**src/rtl/pi_walk_engine.sv**
```systemverilog
// pi_walk_engine: sequential Keccak pi-step permutation, one cell moved per clock
module pi_walk_engine #(
    parameter int LANE_W = 1,
    parameter int PASS_W = 5
) (
    input  logic                  clk,
    input  logic                  rst,
    input  logic                  start,
    input  logic                  load,
    input  logic                  inverse,
    input  logic [PASS_W-1:0]     passes,
    input  logic [25*LANE_W-1:0]  state_in,
    output logic [25*LANE_W-1:0]  state_out,
    output logic                  busy,
    output logic                  done
);
    typedef enum logic [1:0] {IDLE, RUN, FIN} state_t;

    state_t             st_q, st_d;
    logic [LANE_W-1:0]  cell_q [25];
    logic [LANE_W-1:0]  carry_q;
    logic [2:0]         px_q, py_q, nx, ny;
    logic [4:0]         step_q, nidx, fsum, isum;
    logic [PASS_W-1:0]  pass_q;
    logic               inv_q, last_move;

    function automatic logic [2:0] mod5(input logic [4:0] v);
        return v >= 5'd20 ? 3'(v - 5'd20) :
               v >= 5'd15 ? 3'(v - 5'd15) :
               v >= 5'd10 ? 3'(v - 5'd10) :
               v >= 5'd5  ? 3'(v - 5'd5)  : 3'(v);
    endfunction

    for (genvar g = 0; g < 25; g++) begin : g_out
        assign state_out[g*LANE_W +: LANE_W] = cell_q[g];
    end

    // next walk position: forward (y, 2x+3y) or inverse (x+3y, x)
    always_comb begin
        fsum      = 5'd2 * {2'b00, px_q} + 5'd3 * {2'b00, py_q};
        isum      = {2'b00, px_q} + 5'd3 * {2'b00, py_q};
        nx        = inv_q ? mod5(isum) : py_q;
        ny        = inv_q ? px_q : mod5(fsum);
        nidx      = 5'd5 * {2'b00, nx} + {2'b00, ny};
        last_move = step_q == 5'd23;
    end

    // FSM next state and handshake outputs
    always_comb begin
        st_d = st_q;
        busy = st_q == RUN;
        done = st_q == FIN;
        if (st_q == IDLE && start)
            st_d = passes == '0 ? FIN : RUN;
        else if (st_q == RUN && last_move && pass_q == PASS_W'(1))
            st_d = FIN;
        else if (st_q == FIN)
            st_d = IDLE;
    end

    // state register, cell array and walk datapath
    always_ff @(posedge clk or posedge rst) begin
        if (rst) begin
            st_q    <= IDLE;
            for (int k = 0; k < 25; k++) cell_q[k] <= '0;
            carry_q <= '0;
            px_q    <= 3'd1;
            py_q    <= 3'd0;
            step_q  <= '0;
            pass_q  <= '0;
            inv_q   <= 1'b0;
        end else begin
            st_q <= st_d;
            if (st_q == IDLE && start) begin
                inv_q   <= inverse;
                pass_q  <= passes;
                px_q    <= 3'd1;
                py_q    <= 3'd0;
                step_q  <= '0;
                carry_q <= load ? state_in[5*LANE_W +: LANE_W] : cell_q[5];
                if (load)
                    for (int k = 0; k < 25; k++) cell_q[k] <= state_in[k*LANE_W +: LANE_W];
            end else if (st_q == RUN) begin
                cell_q[nidx] <= carry_q;
                px_q         <= nx;
                py_q         <= ny;
                // closing move lands on (1,0); the value just written there seeds the next pass
                step_q       <= last_move ? 5'd0 : step_q + 5'd1;
                carry_q      <= last_move ? carry_q : cell_q[nidx];
                if (last_move) pass_q <= pass_q - PASS_W'(1);
            end
        end
    end
endmodule

```
**config.mk**
```make
export PLATFORM = sky130hd
export DESIGN_NAME = pi_walk_engine
export DESIGN_NICKNAME = d
export VERILOG_FILES = /design/src/rtl/pi_walk_engine.sv
export SDC_FILE = /design/constraint.sdc
export NUM_CORES = 1
export LEC_CHECK = 0
export ABC_CLOCK_PERIOD_IN_PS = 5750
export CAP_MARGIN = 10
export CORE_ASPECT_RATIO = 1.4
export CORE_MARGIN = 2
export CORE_UTILIZATION = 52
export CTS_BUF_LIST = sky130_fd_sc_hd__clkbuf_4 sky130_fd_sc_hd__clkbuf_8
export DETAILED_ROUTE_END_ITERATION = 6
export PLACE_DENSITY_LB_ADDON = 0.1
export SLEW_MARGIN = 30
export SYNTH_ARGS = -nofsm -noshare
export SYNTH_HDL_FRONTEND = slang
export SYNTH_SLANG_ARGS = --single-unit
```
**constraint.sdc**
```tcl
create_clock -name clk -period 5.75 [get_ports clk]
set_clock_uncertainty 0.1 [all_clocks]
set_input_delay 1.725 -clock clk [delete_from_list [all_inputs] [get_ports clk]]
set_output_delay 1.725 -clock clk [all_outputs]
set_load 0.005 [all_outputs]
```
# [Word level (Yosys, flattened, before mapping)]
# Index checks and enable logic that the tools add are counted.
[totals] regBits=45 wordCells=113 output_inout_bits=27
[op_classes] order_cmp=10 eq_ne=6 mul=2 reduce_logical=12 n_addsub=13 muxes=37 bitwise=1
[ops] operator="$mux 25" n=3
[ops] operator="$mux 3" n=14
[ops] operator="$mux 5" n=6
[ops] operator="$bwmux 25" n=1
[ops] operator="$ge 5x4->1 const B" n=4
[ops] operator="$sub 3x3->3 const B" n=6
[ops] operator="$ge 5x3->1 const B" n=2
[ops] operator="$ge 5x5->1 const B" n=2
[ops] operator="$mux 2" n=4
[ops] operator="$mux 1" n=7
[ops] operator="$ge 6x6->1 const B" n=1
[ops] operator="$lt 6x1->1 const B" n=1
[ops] operator="$not 5->6" n=1
[ops] operator="$reduce_and 2->1" n=3
[ops] operator="$sub 3x2->3 const B" n=2
[ops] operator="$add 3x5->5" n=1
[ops] operator="$add 4x5->5" n=1
[ops] operator="$add 5x1->5 const B" n=1
[ops] operator="$add 5x3->5" n=1
[ops] operator="$bmux 1 s5" n=1
[ops] operator="$demux 1 s5" n=1
[ops] operator="$eq 5x1->1 const B" n=1
[ops] operator="$eq 5x5->1 const B" n=1
[ops] operator="$logic_not 5->1" n=1
[ops] operator="other kinds (11)" n=15

# [Depth between registers and ports, before layout]
# Gate-level depths: netlist of the first run.
[logic_depth] word_depth=18 mapped_depth=26

# [Least setup slack after synthesis of the first run]
# OpenSTA, ideal clock, no wires.
[synth_path] path_type="register to register" from="register py_q[1]" to="register cell_q, in the netlist state_out[4]" n_path_buf=1 synth_period_minus_slack_ns=6.335 path_slack_ns=-0.585 t_required_ns=5.523 arrival_ns=6.108 stages_incl_launch_ff=25 cell_sequence="dfrtp_1 ha_1 fa_1 ha_1 buf_2 xnor2_4 ha_1 a21o_1 o21ai_0 a21oi_2 a311oi_4 o21ai_1 a21oi_1 inv_1 ha_1 ha_1 ha_1 a21o_1 a21oi_1 xor2_1 nor3_1 a221o_1 or3_1 a211oi_1 a21oi_1"
[synth_between] elab_chain_len=18
[synth_rtl] element="start, declared" line_no="22" text="logic [2:0] px_q, py_q, nx, ny;"
[synth_rtl] element="start signal, assigned" line_no="86" text="py_q <= ny;"
[synth_rtl] element="$mul 2x3->5" line_no="40, 41"
[synth_rtl] element="$add 3x5->5" line_no="41" text="isum = {2'b00, px_q} + 5'd3 * {2'b00, py_q};"
[synth_rtl] element="$ge 5x3->1 / $sub 3x3->3 (equally long branches)" line_no="31" text="v >= 5'd5 ? 3'(v - 5'd5) : 3'(v);"
[synth_rtl] element="$mux 3" line_no="31"
[synth_rtl] element="$mux 3" line_no="30" text="v >= 5'd10 ? 3'(v - 5'd10) :"
[synth_rtl] element="$mux 3" line_no="29" text="v >= 5'd15 ? 3'(v - 5'd15) :"
[synth_rtl] element="$mux 3" line_no="28" text="return v >= 5'd20 ? 3'(v - 5'd20) :"
[synth_rtl] element="$mux 3" line_no="42" text="nx = inv_q ? mod5(isum) : py_q;"
[synth_rtl] element="[... 2 more ...]"
[synth_rtl] element="$not 5->6 (implied by the code) *" line_no="84" text="cell_q[nidx] <= carry_q;"
[synth_rtl] element="$ge 6x6->1 (implied by the code) / $lt 6x1->1 (equally long branches)" line_no="84"
[synth_rtl] element="$logic_and 1x1->1 (implied by the code)" line_no="84"
[synth_rtl] element="$mux 1 (implied by the code)" line_no="84"
[synth_rtl] element="$demux 1 s5 *" line_no="84"
[synth_rtl] element="$bwmux 25 *" line_no="84"
[synth_rtl] element="$mux 25 *" line_no="83" text="end else if (st_q == RUN) begin"
[synth_rtl] element="$mux 25 *" line_no="74" text="if (st_q == IDLE && start) begin"
[synth_rtl] element="end signal, assigned by index" line_no="84"
[synth_rtl] element="end, declared" line_no="20" text="logic [LANE_W-1:0] cell_q [25];"
# Mark *: on every way between the ends. The rest lies on a longest branch, timed or not. The select of a mux whose other input is x is not followed.
# A chain may end at the register's enable or synchronous reset.

# [Worst setup path after layout of the first run]
# Same ends and word-level chain as after synthesis.

==> results by group, run 1 <==
Flow run
  • # Max-Cap Violations: 0

Critical path
  • Req. time, crit path: 5.85 ns
  • Critical Path End Type: register
  • Worst-path maximum fanout: 8
  • Reg2reg start: py_q[1]
  • Reg-to-Reg End: state_out[4]
  • Most used cell, CP: buf_4
  • R2R depth: 21
  • Crit-path max cell delay: 0.62 ns
  • Worst EP arrival: 5.86 ns
  • CP endpoint: state_out[4]
  • Crit path launch: py_q[1]
  • Critical path, cell by cell: ha_2 > fa_2 > ha_4 > xnor2_4 > buf_4 > buf_4 > a22o_1 > a21o_1 > a32oi_1 > nor2_1 > o32ai_2 > buf_4 > ha_1 > ha_2 > a21oi_4 > xor2_4 > nor3_2 > a221o_1 > or3_4 > a211oi_2 > a21oi_1
  • Slowest CP cell: fa_2
  • Crit Path Category: reg -> reg
  • Worst setup SP type: register
  • Reg-to-reg setup timing slack: -0.01 ns

STA
  • Pins over their slew limit: 0
  • Setup_tns: -0.01264 ns
  • Final setup violation count: 1
  • Min setup slack post-route: -0.01264 ns
  • Final hold vios: 0
  • Min cycle time layout: 5.763 ns
  • Slew headroom: 45.62%
  • Final Cycle Share: 100.2%
  • Slew @ Worst Pin: 0.8157 ns
  • RSZ-0062 raised after global routing: true
  • Highest Clock Rate: 173.5 MHz

Synth
  • Mean Syn Cell Area: 8.189 um^2
  • Cell count after synthesis: 574
  • #FFs+latches synth: 45
  • Post-synth cell types: 80
  • Post-synth EDFFs: 0
  • Syn Nets: 647
  • Register area share after synthesis: 23.98%
  • Ys Warns: 0
  • Top FF cell, synth: dfrtp_1
  • Synthesized area: 4701 um^2
  • Synth async-reset ratio: 100.0%

Global route
  • Met2 usage: 57.20%
  • Vias in the first global route: 5014
  • First-pass GRT wire length: 24.63 mm
  • Total global routing track utilization: 31.27%
  • GR peak layer: met2
  • Initial antenna violation count: 0
  • Grt ovf: 0
  • GR Util met1: 36.76%
  • Largest net degree at the start of global routing: 46
  • Met3 usage: 3.322%

Status
  • Outcome: finished, violations left
  • Failing checks: negative setup slack

Cells and area
  • N_diodes: 0
  • Area grow syn2layout: 40.27%
  • Most common cell after layout, fill and taps aside: buf_4
  • Fill cells: 707
  • Most frequent cells in the layout: buf_4, clkdlybuf4s50_1, nand2_1
  • Nets: 769
  • Final Util: 73.87%
  • Share of cells above drive strength 1: 29.56%

Floorplan
  • Rows: 41
  • Initial Utilization: 52.66%
  • Die X-Extent: 84.36 um
  • Core Region: 8926 um^2
  • Chip Height: 116.5 um
  • Die area: 9827 um^2
  • Ports: 62

Detailed routing
  • Via count: 5221
  • Final ANT Viol Nets: 0
  • Initial DRT Pass Iterations: 6
  • Vias/cell: 6.494
  • First-iteration detailed-routing DRC count: 368
  • Total Routed Length: 15.90 mm
  • WL/cell: 19.78 um
  • DRC viols: 0

Placed design
  • Port bufs: 61
  • DP HPWL: 11.74 mm
  • DP Worst Slack: -0.2006 ns
  • GPL Wtd Cong: 0.9441

Clock tree
  • Num CTS Buffers: 5
  • Clock Pin Slew Worst Setup and Hold Paths: 0.10 ns
  • Clock sink total: 45
  • H-tree depth: 2
  • CTS tree: built
  • Clk root buf: clkbuf_8
  • Clk_lat worst skew: 0.32 ns
  • Max clock buf depth: 2

Worst hold path
  • Worst Hold Path Cells: 1
  • Tightest Hold Check Type: reg -> reg
==> worst max-delay path, delay by kind of cell, from the launching register on <==
| family | cells | cell delay (ns) |
|---|---|---|
| AOI/OAI and AO/OA | 8 | 1.97 |
| xor gates and xnor gates | 2 | 0.42 |
| adders and majority gates | 5 | 1.68 |
| buffers and inverters | 3 | 0.48 |
| DFF | 1 | 0.41 |
| and+or+nand+nor | 3 | 0.56 |
==> per-stage QoR <==
stage,hold slack [ns],area [um^2],cells
floorplan,0.3659,4841,574
global placement,0.3901,5979,779
detailed placement,0.4044,5979,779
CTS,0.4267,6181,790
global route,0.4655,6594,804
finish,0.4258,6594,804
==> Yosys cell counts, drive strengths merged (4+ instances only) <==
cell     instances  area [um^2]
a211oi          13        107.6
a21o            15        112.6
a21oi           53        269.0
a22o             7        61.31
a31oi           16        115.1
and3             5        31.28
buf              7        37.53
clkbuf          24        90.09
dfrtp           44         1101
fa               4        80.08
ha              34        425.4
inv             18        67.56
mux2i            7        70.07
mux4             7        157.7
nand2           60        225.2
nand2b           5        31.28
nand3           21        105.1
nand4           20        131.4
nor2            43        168.9
nor2b            8        50.05
nor3            25        146.4
nor4            12        90.09
o2111ai          4        35.03
o211ai          10        80.07
o21a             5        38.79
o21ai           32        160.2
or3              8        55.05
xnor2           13        140.1
xor2             7        68.82
==> worst min path at each step <==
stage                     startpoint        end
after floorplan            step_q[4]  step_q[4]
after global placement     step_q[4]  step_q[4]
after detailed placement   step_q[4]  step_q[4]
after CTS                  step_q[4]  step_q[4]
after global routing       step_q[4]  step_q[4]
final                      step_q[4]  step_q[4]
==> cells by family after synthesis <==
kind of cell,Yosys count,share of synthesized area [%]
compound gates,185,26.99
xor+xnor,20,4.445
fa+ha+maj,38,10.75
buf+inv,49,4.152
flops,45,23.98
mux,15,5.084
simple gates,222,24.59
==> flip-flops by register name (all words and copies together), names as in the netlist <==
signal and count:
state_out 25, py_q 3, inv_q 1, pass_q 5
px_q 3, step_q 5, st_q 2, carry_q 1
==> layer usage <==
metal  share of wire (%)  vias to the layer above  routed length (um)
met5                   0                        -                   0
met4                 4.4                        0                 700
met3                 5.6                       56                 892
met2                  53                      231                8357
met1                  37                     2526                5949
li1                    -                     2408                   -
==> timing repair <==
item | in CTS | in global routing
cloned | 0 | 0
setup buffers | 3 | 15
gates resized for setup | 13 | 67
pin swaps | 6 | 46
hold buffers | 0 | 0
setup endpoints to repair | 23 | 26
==> layout make-up <==
type                            count  area, um^2  area share, %
Clock buffer                        6       76.32          1.157
Tap cell                          107       133.9          2.030
Multi-Input combinational cell    480        3856          58.48
Clock inverter                      2       38.79         0.5882
Timing Repair Buffer              146        1292          19.60
Inverter                           18       68.82          1.044
Sequential cell                    45        1127          17.10
Power of run 1 is left out: the tool's default activity adds up to more than one toggle a clock period on the data nets, which glitch-free logic cannot reach.
==> inputs of run 2 (changes only) <==
- CORE_ASPECT_RATIO: 1.4 -> unset
- CORE_UTILIZATION: 52 -> 40
==> run 2 against run 1 <==
- the run now ends clean
- largest cell class unchanged
- sequential cell count unchanged
- global-route usage shrank 5.9 points
- register-to-register slack improved by 0.06 ns
- cell count grew 7.0%
- non-clock buffer count rose by 20
==> results by group, run 2 (synthesis gave the netlist of run 1 again) <==
Critical path
  • Critical path, cell by cell: ha_2 > fa_2 > buf_6 > fa_2 > ha_4 > a21oi_4 > a31oi_4 > xnor2_2 > a31oi_4 > o221ai_2 > a22oi_2 > o21ai_2 > ha_4 > ha_4 > a21o_1 > a21oi_4 > xor2_4 > nor3_2 > a221o_1 > or3_4 > a211oi_2 > a21oi_1
  • Crit-path max cell delay: 0.58 ns (-0.04 ns)
  • R2R depth: 22 (+4.8%)
  • Slowest CP cell: fa_2
  • Worst EP arrival: 5.81 ns (-0.05 ns)
  • Req. time, crit path: 5.86 ns (about the same)
  • Most used cell, CP: ha_4
  • Crit Path Category: reg -> reg
  • Worst-path maximum fanout: 7 (-1)
  • Worst setup SP type: register
  • Critical Path End Type: register

Flow run
  • # Max-Cap Violations: 0 (unchanged)

Cells and area
  • Share of cells above drive strength 1: 32.08% (+2.5 points)
  • Most frequent cells in the layout: buf_4, clkdlybuf4s50_1, nand2_1
  • N_diodes: 0 (unchanged)
  • Max FFs per register: 25 (unchanged)
  • Area grow syn2layout: 46.07%
  • Final Non-Filler Cells: 860 (+7.0%)
  • Nets: 789 (+2.6%)
  • Most common cell after layout, fill and taps aside: buf_4

Floorplan
  • Core Region: 11470 um^2 (+28%)
  • Rows: 39 (-4.9%)
  • Initial Utilization: 40.99% (-12 points)
  • Die X-Extent: 112.4 um (+33%)
  • Die area: 12630 um^2 (+29%)
  • Chip Height: 112.4 um (-3.5%)
  • Ports: 62 (unchanged)

Clock tree
  • Clk_lat worst skew: 0.32 ns (about the same)
  • Clock sink total: 45 (unchanged)
  • CTS tree: built
  • H-tree depth: 2 (unchanged)
  • Max clock buf depth: 2 (unchanged)
  • Clk root buf: clkbuf_8
  • Clock Pin Slew Worst Setup and Hold Paths: 0.10 ns (about the same)
  • Num CTS Buffers: 5 (unchanged)

Detailed routing
  • Metal-1 WL: 7.318 mm (+23%)
  • Total Routed Length: 16.29 mm (+2.5%)
  • Via count: 5251 (+0.57%)
  • WL/cell: 18.94 um (-4.2%)
  • Initial DRT Pass Iterations: 5 (-1)
  • Top Layer Used: met4
  • WL met2: 7.888 mm (-5.6%)
  • DRC viols: 0 (unchanged)
  • Final ANT Viol Nets: 0 (unchanged)
  • Met3 WL: 803 um (-10%)
  • Vias/cell: 6.106 (-6.0%)
  • First-iteration detailed-routing DRC count: 401 (+9.0%)

STA
  • Final Cycle Share: 99.13% (-1.1 points)
  • RSZ-0062 raised after global routing: true
  • Highest Clock Rate: 175.4 MHz (+1.1%)
  • Final hold vios: 0 (unchanged)
  • Min setup slack post-route: 0.04978 ns (+0.06242 ns)
  • Pins over their slew limit: 0 (unchanged)
  • Final setup violation count: 0 (-1)
  • Slew headroom: 36.59% (-9.0 points)
  • Min cycle time layout: 5.700 ns (-0.06242 ns)
  • Slew @ Worst Pin: 0.9512 ns (+0.1354 ns)

Global route
  • Initial antenna violation count: 0 (unchanged)
  • Grt ovf: 0 (unchanged)
  • Vias in the first global route: 5156 (+2.8%)
  • First-pass GRT wire length: 26.08 mm (+5.9%)
  • Total global routing track utilization: 25.38% (-5.9 points)
  • Largest net degree at the start of global routing: 46 (unchanged)

Status
  • Outcome: complete, no violations

Worst hold path
  • Worst Hold Path Cells: 1 (unchanged)
  • Tightest Hold Check Type: reg -> reg

Placed design
  • Port bufs: 61 (unchanged)
  • Inst Count DP: 831 (+6.7%)
  • DP Worst Slack: -0.3115 ns (-0.1109 ns)
  • GPL Wtd Cong: 0.9094 (-3.7%)
  • DP HPWL: 12.05 mm (+2.7%)
## run 2: cell type report
type | count | area (um^2)
Timing Repair Buffer | 166 | 1484
Clock inverter | 3 | 25.02
Tap cell | 143 | 178.9
Inverter | 18 | 70.07
Sequential cell | 45 | 1127
Fill cell | 1014 | 4601
Multi-Input combinational cell | 480 | 3913
Clock buffer | 5 | 68.82
## run 2: worst max-delay path, delay by kind of cell (launching register included)
family          cells  cell delay, ns
simple gates        2            0.46
buf+inv             1            0.12
compound gates     11            2.01
fa+ha+maj           6            2.00
xor+xnor            2            0.48
flops               1            0.40
## run 2: per-layer routing
| metal | vias to the layer above | track usage, % |
|---|---|---|
| li1 | 2453 | - |
| met1 | 2585 | 34.75 |
| met2 | 186 | 42.73 |
| met3 | 27 | 2.646 |
| met4 | 0 | 7.317 |
| met5 | - | 0 |
## run 2: final timing paths
| kind | startpoint | to | slack (ns) |
|---|---|---|---|
| min in group asynchronous | rst | st_q[0] | 1.73 |
| hold / removal | step_q[4] | step_q[4] | 0.42 |
| setup reg to reg | py_q[1] | state_out[5] | 0.05 |
| hold reg to reg | step_q[4] | step_q[4] | 0.42 |
| setup / recovery | py_q[1] | state_out[5] | 0.05 |
| max in group asynchronous | rst | state_out[24] | 3.42 |
## run 2: timing repair
action,CTS,global route
gates resized for setup,14,88
setup buffers,2,20
hold buffers,0,0
setup endpoints to repair,26,26
pin swaps,6,43
## run 2: stage by stage
stage	setup TNS [ns]	hold slack, ns	utilization [%]	instance area (um^2)
after CTS	-0.001543	0.4168	55.18	6327
final	0	0.4162	59.88	6867
after global routing	-1.920	0.4375	59.88	6867
after global placement	-1.049	0.3894	53.69	6157
after floorplan	-0.2395	0.3659	-	4841
after detailed placement	-4.466	0.4046	53.72	6160
Power of run 2 is left out for the same reason.
